--- config.mk ---
export PLATFORM = sky130hd
export DESIGN_NAME = ad_src_sel
export DESIGN_NICKNAME = d
export VERILOG_FILES = /design/src/rtl/ad_src_sel.sv
export SDC_FILE = /design/constraint.sdc
export NUM_CORES = 1
export LEC_CHECK = 0
export ABC_AREA = 1
export CAP_MARGIN = 20
export CORE_ASPECT_RATIO = 0.9
export CORE_MARGIN = 5
export CORE_UTILIZATION = 43
export CTS_CLUSTER_DIAMETER = 50
export DETAILED_ROUTE_END_ITERATION = 8
export PLACE_DENSITY = 0.74
export SLEW_MARGIN = 40
export SYNTH_ARGS = -nofsm -noshare
export SYNTH_HDL_FRONTEND = slang
export SYNTH_SLANG_ARGS = --single-unit
--- constraint.sdc ---
create_clock -name clk_sys -period 4.5 [get_ports clk_sys]
set_input_delay 1.35 -clock clk_sys [delete_from_list [all_inputs] [get_ports clk_sys]]
set_output_delay 1.35 -clock clk_sys [all_outputs]
set_load 0.1 [all_outputs]
--- src/rtl/ad_src_sel.sv ---
// N-source glitch-free sample selector: mute on switch, HOLDOFF-sample flush, loss watchdog.
// Latency 1 cycle src->ad; no backpressure (strobe-only path, samples are never stalled).
module ad_src_sel #(
    parameter int DW      = 24,
    parameter int NSRC    = 4,
    parameter int SELW    = 2,
    parameter int HOLDOFF = 4,
    parameter int TIMEOUT = 1024
) (
    input  logic                 clk_sys,
    input  logic                 rst_n,
    input  logic [NSRC*DW-1:0]   src_data,
    input  logic [NSRC-1:0]      src_vld,
    input  logic [7:0]           cfg_sel,
    output logic [DW-1:0]        ad_data,
    output logic                 ad_vld,
    output logic [SELW-1:0]      sel_act,
    output logic                 sw_busy,
    output logic                 src_lost,
    output logic [15:0]          smp_cnt
);

    localparam int              LW     = $clog2(TIMEOUT + 1);
    localparam logic [LW-1:0]   TO_V   = LW'(TIMEOUT);
    localparam logic [7:0]      HOLD_V = 8'(HOLDOFF);

    typedef enum logic [1:0] {RUN, SKIP, MUTE} state_t;

    state_t          state;
    logic [7:0]      cfg_q;
    logic [7:0]      skip_cnt;
    logic [LW-1:0]   lost_cnt;

    logic            cur_vld;
    logic [DW-1:0]   cur_dat;
    logic            cfg_ok;
    logic            cfg_new;
    logic [7:0]      skip_nxt;

    always_comb begin
        cur_vld = 1'b0;
        cur_dat = '0;
        for (int i = 0; i < NSRC; i++) begin
            if (sel_act == SELW'(i)) begin
                cur_vld = src_vld[i];
                cur_dat = src_data[i*DW +: DW];
            end
        end
    end

    // In-range requests always fit in SELW bits, so the low slice is a safe compare.
    assign cfg_ok   = (32'(cfg_q) < $unsigned(NSRC));
    assign cfg_new  = (cfg_q[SELW-1:0] != sel_act);
    assign skip_nxt = skip_cnt + 8'd1;

    always_ff @(posedge clk_sys or negedge rst_n) begin
        if (!rst_n) begin
            ad_data  <= '0;
            ad_vld   <= 1'b0;
            sel_act  <= '0;
            sw_busy  <= 1'b0;
            src_lost <= 1'b0;
            smp_cnt  <= '0;
            cfg_q    <= '0;
            state    <= RUN;
            skip_cnt <= '0;
            lost_cnt <= '0;
        end else begin
            cfg_q  <= cfg_sel;
            ad_vld <= 1'b0;
            case (state)
                RUN: begin
                    if (!cfg_ok) begin
                        state    <= MUTE;
                        sw_busy  <= 1'b1;
                        smp_cnt  <= '0;
                        lost_cnt <= '0;
                        src_lost <= 1'b0;
                    end else if (cfg_new) begin
                        // Switch wins over a same-cycle sample, which is dropped.
                        sel_act  <= cfg_q[SELW-1:0];
                        skip_cnt <= '0;
                        smp_cnt  <= '0;
                        state    <= SKIP;
                        sw_busy  <= 1'b1;
                        lost_cnt <= '0;
                        src_lost <= 1'b0;
                    end else if (cur_vld) begin
                        ad_vld   <= 1'b1;
                        ad_data  <= cur_dat;
                        smp_cnt  <= smp_cnt + 16'd1;
                        lost_cnt <= '0;
                        src_lost <= 1'b0;
                    end else begin
                        if (lost_cnt != TO_V)
                            lost_cnt <= lost_cnt + LW'(1);
                        src_lost <= (lost_cnt == TO_V);
                    end
                end
                SKIP: begin
                    if (!cfg_ok) begin
                        state <= MUTE;
                    end else if (cfg_new) begin
                        sel_act  <= cfg_q[SELW-1:0];
                        skip_cnt <= '0;
                    end else if (HOLDOFF == 0) begin
                        state   <= RUN;
                        sw_busy <= 1'b0;
                    end else if (cur_vld) begin
                        if (skip_nxt == HOLD_V) begin
                            state    <= RUN;
                            sw_busy  <= 1'b0;
                            skip_cnt <= '0;
                        end else begin
                            skip_cnt <= skip_nxt;
                        end
                    end
                end
                MUTE: begin
                    // Flush even when re-selecting the previous source.
                    if (cfg_ok) begin
                        sel_act  <= cfg_q[SELW-1:0];
                        skip_cnt <= '0;
                        state    <= SKIP;
                    end
                end
                default: begin
                    state   <= RUN;
                    sw_busy <= 1'b0;
                end
            endcase
        end
    end

endmodule

==> run summary <==
The clock-pin slew of the registers on the worst-case setup and hold paths came out at 0.05 ns. At the pin with the least slew margin, the transition time is 0.6569 ns. The highest fanout seen on the critical path is 28. The warning count from the yosys run came out at 0.

The worst slew margin relative to its limit is 0.5621. The distinct cell type count after synthesis is 36. The highest cell delay on the worst timing path is 0.40 ns. The average wire per standard cell is 15.76 um.

The clock passes through at most 2 buffers. The total overflow left after global routing is 0. The remaining routing DRC violations came out at 0.

The number of synthesized flops with an enable pin is 0. Traced cell by cell, the critical path runs through buf_4, buf_4. For met3 alone, demand over resource in global routing was 0.05692.

The portion of synthesized cell area occupied by the leading cell type is 0.4200. The number of fill cells in the layout is 905. The most critical setup path has its endpoint at sel_act[0].

The H-tree was split into 3 levels. Across the routed clock network, the largest skew measured is 0.005658 ns. In the routed layout, each cell is associated on average with a via count of 5.249. The share of synthesized area occupied by flip-flops and latches came out at 0.4200. The wire length reported by the detailed router came out at 13630 um. Adding up every negative setup slack in the final design gives 0 ns. The die extent in x came out at 116.7 um. The final count of hold timing violations is 0. The cell at the root of the clock tree is clkbuf_16. The region available for standard cell placement spans 10120 sq um. The overall power came out at 0.001922 W. The placer congestion estimate is 0.8879. The worst hold path belongs to the class reg -> reg.

Setup violations remaining at the end of the flow were counted as 0. Broken down by cell family, the worst path's largest delay share belongs to buffers and inverters. The height of the chip is 106.1 um. The count of mapped cells out of synthesis came out at 587. The data required time of the critical path is 3.15 ns. The minimum period implied by the final worst setup slack came out at 2.854 ns.

The count of max-cap constraint violations is 0. The share of cells above drive strength 1 is 0.1318. The total standard cell area after synthesis is 4409 sq um. The number of slew-limit violations in the final report came out at 0. The number of iterations in the first detailed-routing pass came out at 6. In the global route stage, overall resource usage came out at 0.2313. The element type at the critical path start is a flip-flop.

The first-pass GRT wire length came out at 22910 um. TritonCTS built the clock tree. Setup repair after global routing left no endpoint under its margin.

The most utilized layer in the global route result is met2. The initial detailed-routing violation count is 358. The critical path starts at sel_act[0]. The initial antenna violation count came out at 0. The number of buffers added by the clock tree synthesis step came out at 9.

The initial core utilization is 0.4359. The post-cts gate resize count is 0. Synthesis produced a netlist with a net count of 701.

The share of async-settable or async-resettable flops after synthesis is 1.000. The clock latency of the later-clocked register in the worst-skew pair came out at 0.33 ns. The number of logic stages on the critical path including buffering is 2.

Across the whole layout, storage elements account for 1852 sq um. The commonest cells after synthesis are nand2_1 (144), nand3_1 (98), dfrtp_1 (74), inv_1 (47), nor2_1 (46). The number of global-route vias before repair is 4587.

By startpoint and endpoint, the worst setup path is classified as reg -> out. Among the stages of the critical path, the cell type that occurs most often is buf_4. The depth of the worst hold-timing path is 2. Data on the critical path arrives at its endpoint at 1.50 ns. The worst reg-to-reg path cell count came out at 11. The power per unit of standard cell area is 316.7 nW/um^2. The analysis attributes to cell leakage a power of 2.748 nW. Counting both buffers and inverters, the worst setup path holds a total of 2. The fraction of met1 tracks used by global routing came out at 0.3017. The layout-stage area growth over the synthesis result came out at 37.63%. The post-layout net count came out at 845.

The endpoint identified for the worst register-to-register timing path is lost_cnt[5]. The top-level port count came out at 155. The dominant cell type by area after synthesis is dfrtp_1. The post-DP HPWL is 10320 um.

The highest clock frequency the design can meet is 0.3504 GHz. Among all flip-flop cells after synthesis, the most frequent one is dfrtp_1. A synthesized cell averages 7.511 sq um. In the post-synthesis netlist, the cell with the most instances is nand2_1. The cell at the slowest stage of the critical path is dfrtp_1. Entering global routing, the biggest net connects 75 pins. Synthesis inferred 74 register bits.

The reg-to-reg setup timing slack came out at 2.16 ns. The number of I/O port buffers came out at 154. The global routing met2 resource utilization came out at 0.3818.

Ranked by total cell area, the synthesized netlist is headed by dfrtp_1 (42%), nand2_1 (12%), nand3_1 (11%). The worst IR drop on VDD came out at 0.2306 mV. The post-route antenna net violation count came out at 0. The critical register-to-register path startpoint is sel_act[0]. The count of inserted antenna diode cells came out at 0. The flow ran to the end, and the final reports show no timing, DRC or antenna violations. The overall die area came out at 12380 sq um. Buffers added to address setup during post-CTS repair amount to 0. The share of the clock period used by the worst path after layout is 0.6342. The multi-input combinational cell area is 2237 sq um. The total clock sinks came out at 74.

The floorplan has 35 rows. The routed layout has 4540 vias. The element type at the critical path end is an output port.

The hold buffer count at cts came out at 0.
[sequential cells by signal, summed over array words and instances, names as in the netlist]
signal	cells
ad_data	24
ad_vld	1
cfg_q	8
lost_cnt	11
sel_act	2
skip_cnt	8
smp_cnt	16
src_lost	1
state	2
sw_busy	1
[routing by layer]
layer	wire [um]	up-vias
li1	-	2251
met2	6821	170
met3	942	23
met4	297	0
met1	5573	2096
met5	0	-
[logic make-up after synthesis]
kind of cell	after synthesis	share of synthesized area
AND/OR/NAND/NOR	327	0.3428
AO/OA/AOI/OAI	93	0.1260
buffers and inverters	77	0.07434
flip-flops	74	0.4200
XOR/XNOR	12	0.02554
adder cells (fa/ha/maj)	4	0.01135
[layout make-up]
class,instances,share of cell area
clock buffers,11,0.04000
clock inverters,5,0.004948
inverters,54,0.03464
multi-input cells,436,0.3687
flip-flops and latches,74,0.3052
well taps,129,0.02660
repair buffers,156,0.2200
[placed cells by master (no fill, tap or decap), types with 8 or more instances in the layout]
cell | netlist | layout
o21ai_0 | 36 | 36
inv_1 | 47 | 47
buf_2 | 1 | 44
nand3_1 | 98 | 98
nand2_1 | 144 | 144
clkdlybuf4s50_1 | 0 | 108
a221oi_1 | 8 | 8
dfrtp_1 | 74 | 74
nor3_1 | 11 | 11
nor2_1 | 46 | 46
clkbuf_16 | 0 | 9
nand4_1 | 13 | 13
a21oi_1 | 25 | 25
o21ai_2 | 13 | 13
[power breakdown]
part | switching, W | internal [W]
clock network | 0.000270 | 0.000385
logic | 0.000375 | 0.000188
registers | 0.0000211 | 0.000683
[worst min path at each step]
stage                        to  slack (ns)        start
finish              ad_data[21]        0.48  ad_data[21]
global route        ad_data[21]        0.49  ad_data[21]
floorplan           skip_cnt[7]        0.47  skip_cnt[7]
global placement        sw_busy        0.46      sw_busy
CTS                 ad_data[21]        0.48  ad_data[21]
detailed placement  ad_data[21]        0.46  ad_data[21]
[tightest hold or removal path: stages (launching register included)]
cell	delay, ns
dfrtp_1	0.33
nand2_1	0.07
o21ai_2	0.05
[per-stage QoR]
| stage | hold WS [ns] | util | instances | setup WS (ns) | instance area, sq um |
|---|---|---|---|---|---|
| final | 0.4779 | 0.5999 | 865 | 1.646 | 6068 |
| after global routing | 0.4946 | 0.5999 | 865 | 1.599 | 6068 |
| after CTS | 0.4778 | 0.5991 | 865 | 1.350 | 6061 |
| after detailed placement | 0.4641 | 0.5722 | 849 | 0.9674 | 5788 |
| after global placement | 0.4649 | 0.5936 | 849 | 1.111 | 6005 |
| after floorplan | 0.4708 | - | 587 | 2.126 | 4409 |
(Power assumes the default switching activity.)
